File: src/rtl/key_cmd_decoder.sv
// key_cmd_decoder: detects key_code events, queues them in a FWFT FIFO and
// presents one-hot commands over valid/ready. Optional event holdoff: KEY_HOLDOFF_EN.
module key_cmd_decoder #(
  parameter int DEPTH          = 4,
  parameter int HOLDOFF_CYCLES = 1000000
) (
  input  logic                       clk,
  input  logic                       rst,
  input  logic [1:0]                 key_code,
  input  logic                       cmd_ready,
  output logic                       cmd_valid,
  output logic [1:0]                 cmd_code,
  output logic                       cmd_up,
  output logic                       cmd_left,
  output logic                       cmd_right,
  output logic [$clog2(DEPTH):0]     fill_level,
  output logic                       overflow,
  output logic [7:0]                 drop_cnt
);

  localparam int AW = $clog2(DEPTH);
  localparam logic [AW:0] FULL_COUNT = (AW+1)'(DEPTH);

  if (DEPTH < 2 || (DEPTH & (DEPTH - 1)) != 0 || HOLDOFF_CYCLES < 1) begin : g_bad_params
    $error("key_cmd_decoder: DEPTH must be a power of two >= 2 and HOLDOFF_CYCLES >= 1");
  end

  logic [1:0]  prev_code;
  logic [1:0]  mem [DEPTH];
  logic [AW-1:0] wr_ptr;
  logic [AW-1:0] rd_ptr;
  logic [AW:0] count;

  logic key_event;
  logic holdoff_busy;
  logic eligible;
  logic pop;
  logic push;
  logic drop;
  logic full;

  assign key_event = (key_code != 2'b00) && (key_code != prev_code);
  assign eligible  = key_event && !holdoff_busy;
  assign full      = (count == FULL_COUNT);
  assign cmd_valid = (count != '0);
  assign pop       = cmd_valid && cmd_ready;
  // A full FIFO still accepts an event when the head leaves on the same edge.
  assign push      = eligible && (!full || pop);
  assign drop      = eligible && full && !pop;

`ifdef KEY_HOLDOFF_EN
  localparam int HW = $clog2(HOLDOFF_CYCLES + 1);
  logic [HW-1:0] holdoff_cnt;

  always_ff @(posedge clk or posedge rst) begin
    if (rst) begin
      holdoff_cnt <= '0;
    end else if (push) begin
      holdoff_cnt <= HW'(HOLDOFF_CYCLES);
    end else if (holdoff_cnt != '0) begin
      holdoff_cnt <= holdoff_cnt - 1'b1;
    end
  end

  assign holdoff_busy = (holdoff_cnt != '0);
`else
  assign holdoff_busy = 1'b0;
`endif

  always_ff @(posedge clk or posedge rst) begin
    if (rst) begin
      prev_code <= 2'b00;
    end else begin
      prev_code <= key_code;
    end
  end

  always_ff @(posedge clk) begin
    if (push) begin
      mem[wr_ptr] <= key_code;
    end
  end

  always_ff @(posedge clk or posedge rst) begin
    if (rst) begin
      wr_ptr <= '0;
      rd_ptr <= '0;
      count  <= '0;
    end else begin
      if (push) begin
        wr_ptr <= wr_ptr + 1'b1;
      end
      if (pop) begin
        rd_ptr <= rd_ptr + 1'b1;
      end
      if (push && !pop) begin
        count <= count + 1'b1;
      end else if (pop && !push) begin
        count <= count - 1'b1;
      end
    end
  end

  always_ff @(posedge clk or posedge rst) begin
    if (rst) begin
      overflow <= 1'b0;
      drop_cnt <= 8'd0;
    end else begin
      overflow <= drop;
      if (drop && drop_cnt != 8'hFF) begin
        drop_cnt <= drop_cnt + 8'd1;
      end
    end
  end

  // Storage is not reset, so the head is masked until an entry exists.
  always_comb begin
    cmd_code  = 2'b00;
    cmd_up    = 1'b0;
    cmd_left  = 1'b0;
    cmd_right = 1'b0;
    if (cmd_valid) begin
      cmd_code  = mem[rd_ptr];
      cmd_up    = (mem[rd_ptr] == 2'b11);
      cmd_left  = (mem[rd_ptr] == 2'b01);
      cmd_right = (mem[rd_ptr] == 2'b10);
    end
  end

  assign fill_level = count;

endmodule
File: config.mk
export PLATFORM = sky130hd
export DESIGN_NAME = key_cmd_decoder
export DESIGN_NICKNAME = d
export VERILOG_FILES = /design/src/rtl/key_cmd_decoder.sv
export SDC_FILE = /design/constraint.sdc
export NUM_CORES = 1
export LEC_CHECK = 0
export CAP_MARGIN = 25
export CORE_MARGIN = 2
export CORE_UTILIZATION = 40
export DETAILED_ROUTE_END_ITERATION = 12
export PLACE_DENSITY_LB_ADDON = 0.15
export SKIP_CTS_REPAIR_TIMING = 1
export SYNTH_ARGS = -nofsm -noshare
export SYNTH_HDL_FRONTEND = slang
export SYNTH_SLANG_ARGS = --single-unit
File: constraint.sdc
create_clock -name clk -period 2.8 [get_ports clk]
set_input_delay 0.28 -clock clk [delete_from_list [all_inputs] [get_ports clk]]
set_output_delay 0.28 -clock clk [all_outputs]
set_load 0.01 [all_outputs]
[Yosys cells after proc, flatten, opt, wreduce, memory -nomap -nowiden]
Memories as Yosys holds them, arrays and structs flattened.
Cells that the tools add are included.
Storage, ports and cells
  memories: 1
  RAM bits: 8
  bits of input ports: 5
  logic and storage cells: 41
  output and inout bits: 18
  flip-flop bits (word level): 18
Cells by class
  eq/ne operators: 6
  reductions and logical operators: 15
  mux-type cells: 8
  add/subtract/negate cells: 5
Memories
  mem: depth 4, bits a word 2, read ports 1, clocked after Yosys merged registers in 0, wr ports 1, line 29  | logic [1:0] mem [DEPTH];
Operator list (number)
  8-bit by 1-bit adder with 8-bit output (second input constant): 1
  1-bit logical AND: 8
  8-bit != test (second input constant): 1
  3-bit 2-to-1 mux: 2
  1-bit 2-to-1 mux: 5
  2-bit by 1-bit adder with 2-bit output (second input constant): 2
  2-bit == test (second input constant): 2
  2-bit nonzero test: 2
  3-bit by 1-bit adder with 3-bit output (second input constant): 1
  3-bit == test (second input constant): 1
  1-bit logical NOT: 3
  3-bit nonzero test: 1
  3-bit by 1-bit subtractor with 3-bit output (second input constant): 1
  2-bit by 1-bit == test with 1-bit output (second input constant): 1
  2-bit 2-to-1 mux: 1
  2-bit != test: 1
  1-bit logical OR: 1

[Logic depth before layout (Yosys ltp)]
  depth after elaboration: 8
  gate-level depth with buffers: 9
  depth with buffers taken out: 9

[Worst setup path after synthesis]
No wires, ideal clock.
  kind: register to register
  from: register count[1] (netlist: fill_level[1])
  to: register count[2] (netlist: fill_level[2])
  data required time: 2721 ps
  slack: 559 ps
  data arrival time: 2162 ps
  cell stages (with the launch flop): 10
  library setup time: 79 ps
  clock period less this slack: 2241 ps
  buffers on the path: 1
  path through: dfrtp_1 or3_2 clkbuf_1 nand2_1 ha_1 inv_1 fa_1 xor2_1 nor2_1 xor2_1
Between the ends
  word-level cells in the longest chain between the ends: 7
  elaborated cells between the ends (all ways): 15
  those cells by class: add/sub: 2; eq/ne: 1; mux: 2; reduce/logical: 10
Ends and longest elaborated chain
  from (decl): line 32  | logic [AW:0] count;
  from (signal assigned): line 97  | count <= count + 1'b1;
  from (signal assigned): line 99  | count <= count - 1'b1;
  3-bit nonzero test *: line 45  | assign cmd_valid = (count != '0);
  named net cmd_valid: line 11  | output logic cmd_valid,
  1-bit logical AND *: line 46  | assign pop = cmd_valid && cmd_ready;
  1-bit logical OR: line 48  | assign push = eligible && (!full || pop);
  1-bit logical AND: line 48
  1-bit logical NOT: line 98  | end else if (pop && !push) begin
  1-bit logical AND: line 98
  2-bit nonzero test (no source line)
Mark *: on every way through the listed nets, which the timed path passes. The rest lies on a longest branch. The select of a mux whose other input is x is not followed.
A chain may end at the register's enable or synchronous reset.

[Worst setup path after layout]
  from: register rd_ptr[0]
  to: output cmd_right
Between the ends
  word-level cells in the longest chain between the ends: 3
Ends and longest elaborated chain
  from (decl): line 31  | logic [AW-1:0] rd_ptr;
  from (signal assigned): line 94  | rd_ptr <= rd_ptr + 1'b1;
  memory read 4 x 2 bit
  2-bit == test: line 126  | cmd_right = (mem[rd_ptr] == 2'b10);
  1-bit 2-to-1 mux: line 122  | if (cmd_valid) begin
  to (decl): line 15  | output logic cmd_right,
No other way between the ends.

==> flow_metrics.tcl <==
set metrics [dict create \
    place_hpwl_um 1515 \
    cts_tree "done" \
    grt_pass1_vias 715 \
    place.gp.congestion 0.7743 \
    clockBufferDepth 2 \
    fmax_mhz 420.9 \
    final_common_cell "clkdlybuf4s50_1" \
    synth_nets 112 \
    fin_crit_sh 0.8485 \
    area_growth_syn_to_layout_pct 23.13 \
    cp_data_arrival_time_ns 2.10 \
    post_drt_wl_per_cell_um 11.74 \
    layout_common_cells "clkdlybuf4s50_1 (22), dfrtp_1 (18), inv_1 (9), edfxtp_1 (8), xor2_1 (7)" \
    cts_made_buffers 3 \
    cts_sinks 26 \
    worstMarginPinSlew_ns 0.6698 \
    clkLatencyLatePin_ns 0.31 \
    fp.dieArea_um2 3645 \
    antenna_found_initial 0 \
    start_kind "flip-flop" \
    netlist_area_um2 1271 \
    irDropWorstVdd_v 0.0003399 \
    grt_pass1_wl_um 3291 \
    die_w_um 60.38 \
    timing.final.crit_period_ns 2.376 \
    synth_ff_type "dfrtp_1" \
    setup_viol 0 \
    core-area_um2 3028 \
    drt_pass1_iterations 4 \
    drt_iter0_markers 23 \
    hp-class "input pin to async pin" \
    rsz0062_at_grt "false" \
    syn_area_per_cell_um2 12.71 \
    n_antenna_cell 0 \
    synth_edf_count 8 \
    start_util 0.4198 \
    syn_inst 100 \
    path_clk_slew_ns 0.13 \
    yosysWarnings 0 \
    p_leak_nw 0.6573 \
    nets 138 \
    ios 23 \
    grtUsageTotal 0.1247 \
    synthArstFlopShare 0.6923 \
    cts-root-buf "clkbuf_4" \
    ys_seq_elements 26 \
    num_rows 20 \
    grt_max_degree 19 \
    port_buffers 22 \
    clock_skew_ns 0.003761 \
    htreeDepth 1 \
    drt-total-wl_um 1984 \
    ant_nets 0 \
    drcViolationCount 0 \
    nFillCells 272 \
    p_per_area_nw_per_um2 857.5 \
    status "complete, no violations" \
    required_ns 2.52 \
    ys_seq_area_frac 0.5433 \
    hold_violations 0 \
    cp_max_fo 4 \
    drive_above_1_share 0.1200 \
    vias 768 \
    critPathKind "flip-flop to primary output" \
    synth.distinct_cells 27 \
    grt-ovfl-total 0 \
    viasPerCell 4.544 \
    final_util 0.5169 \
    slew-limit-headroom 0.5530 \
    die_h_um 60.38 \
    setup-tns-final_ns 0 \
    maxCapViolCount 0 \
    slew_viol_final 0 \
    endpoint_kind "primary output" \
]
state kept, by name (all words and copies together) (netlist names):
register    count
drop_cnt        8
mem             8
fill_level      3
prev_code       2
rd_ptr          2
wr_ptr          2
overflow        1
area by class of cell:
class / instances / area [um2] / share of cell area
Inverter: 9 / 33.78 / 0.02158
Tap cell: 44 / 55.05 / 0.03517
Multi-Input combinational cell: 63 / 531.8 / 0.3397
Clock inverter: 1 / 3.754 / 0.002398
Clock buffer: 3 / 22.52 / 0.01439
Sequential cell: 26 / 690.7 / 0.4412
Timing Repair Buffer: 23 / 227.7 / 0.1455
logic make-up (layout without fill, tap and decap cells):
| logic type | count (synthesis) | in the layout | share of synthesized area |
|---|---|---|---|
| xor+xnor | 11 | 11 | 0.07579 |
| compound gates | 6 | 6 | 0.02756 |
| simple gates | 33 | 33 | 0.1693 |
| flops | 26 | 26 | 0.5433 |
| buf+inv | 11 | 36 | 0.03838 |
| mux | 6 | 6 | 0.07086 |
| fa+ha+maj | 7 | 7 | 0.07480 |
worst max-delay path, cell delays in order, from the launching register on:
cell	delay [ns]
dfrtp_1	0.47
mux4_2	0.54
and2_1	0.18
nor2b_1	0.13
clkdlybuf4s50_1	0.47
stage by stage:
step                worst slack [ns]  std cells  hold slack [ns]  power (W)  area (um2)
global route                  0.3148        169           0.4112   0.001459        1565
detailed placement            0.3411        165           0.4999   0.001210        1539
CTS                           0.3949        169           0.3761   0.001368        1565
floorplan                     0.5591        100           0.2186  0.0009388        1271
global placement              0.4166        165           0.4974   0.001188        1539
finish                        0.4243        169           0.3551   0.001342        1565
routing by layer:
layer	track usage	wire length, um	vias to the layer above
li1	-	-	385
met1	0.1782	928	366
met2	0.1832	949	15
met3	0.01919	86	2
met4	0.06667	19	0
met5	0	0	-
synthesized netlist by cell type, types with 2 or more instances:
library cell	count	area share
nor3_1	3	0.012
edfxtp_1	8	0.19
dfrtp_1	18	0.35
nor2_1	4	0.012
ha_1	6	0.059
and2_1	5	0.025
xor2_1	7	0.048
inv_1	9	0.027
nor2b_1	3	0.015
nand3_1	4	0.016
nor4_4	2	0.033
xnor2_1	4	0.028
mux4_2	2	0.035
nand4_1	2	0.0098
mux2_2	4	0.035
o21ai_0	4	0.016
nand2_1	5	0.015
where the power goes:
| group | internal [W] | switching, W | total, W |
|---|---|---|---|
| registers | 0.000494 | 0.0000940 | 0.000588 |
| logic | 0.000350 | 0.000252 | 0.000602 |
| clock network | 0.0000520 | 0.0000998 | 0.000152 |
| total | 0.000897 | 0.000446 | 0.00134 |
final timing paths:
path | startpoint | to | slack (ns) | depth (start not counted)
worst min register to register | fill_level[2] | fill_level[2] | 0.51 | 1
worst min-delay path | rst | prev_code[1] | 0.36 | 2
max in group asynchronous | rst | drop_cnt[6] | 2.02 | 2
worst max-delay path | rd_ptr[0] | cmd_right | 0.42 | 4
worst max register to register | fill_level[1] | fill_level[2] | 0.56 | 8
min in group clk | fill_level[2] | fill_level[2] | 0.51 | 1
Power figures use the tool's default switching activity.
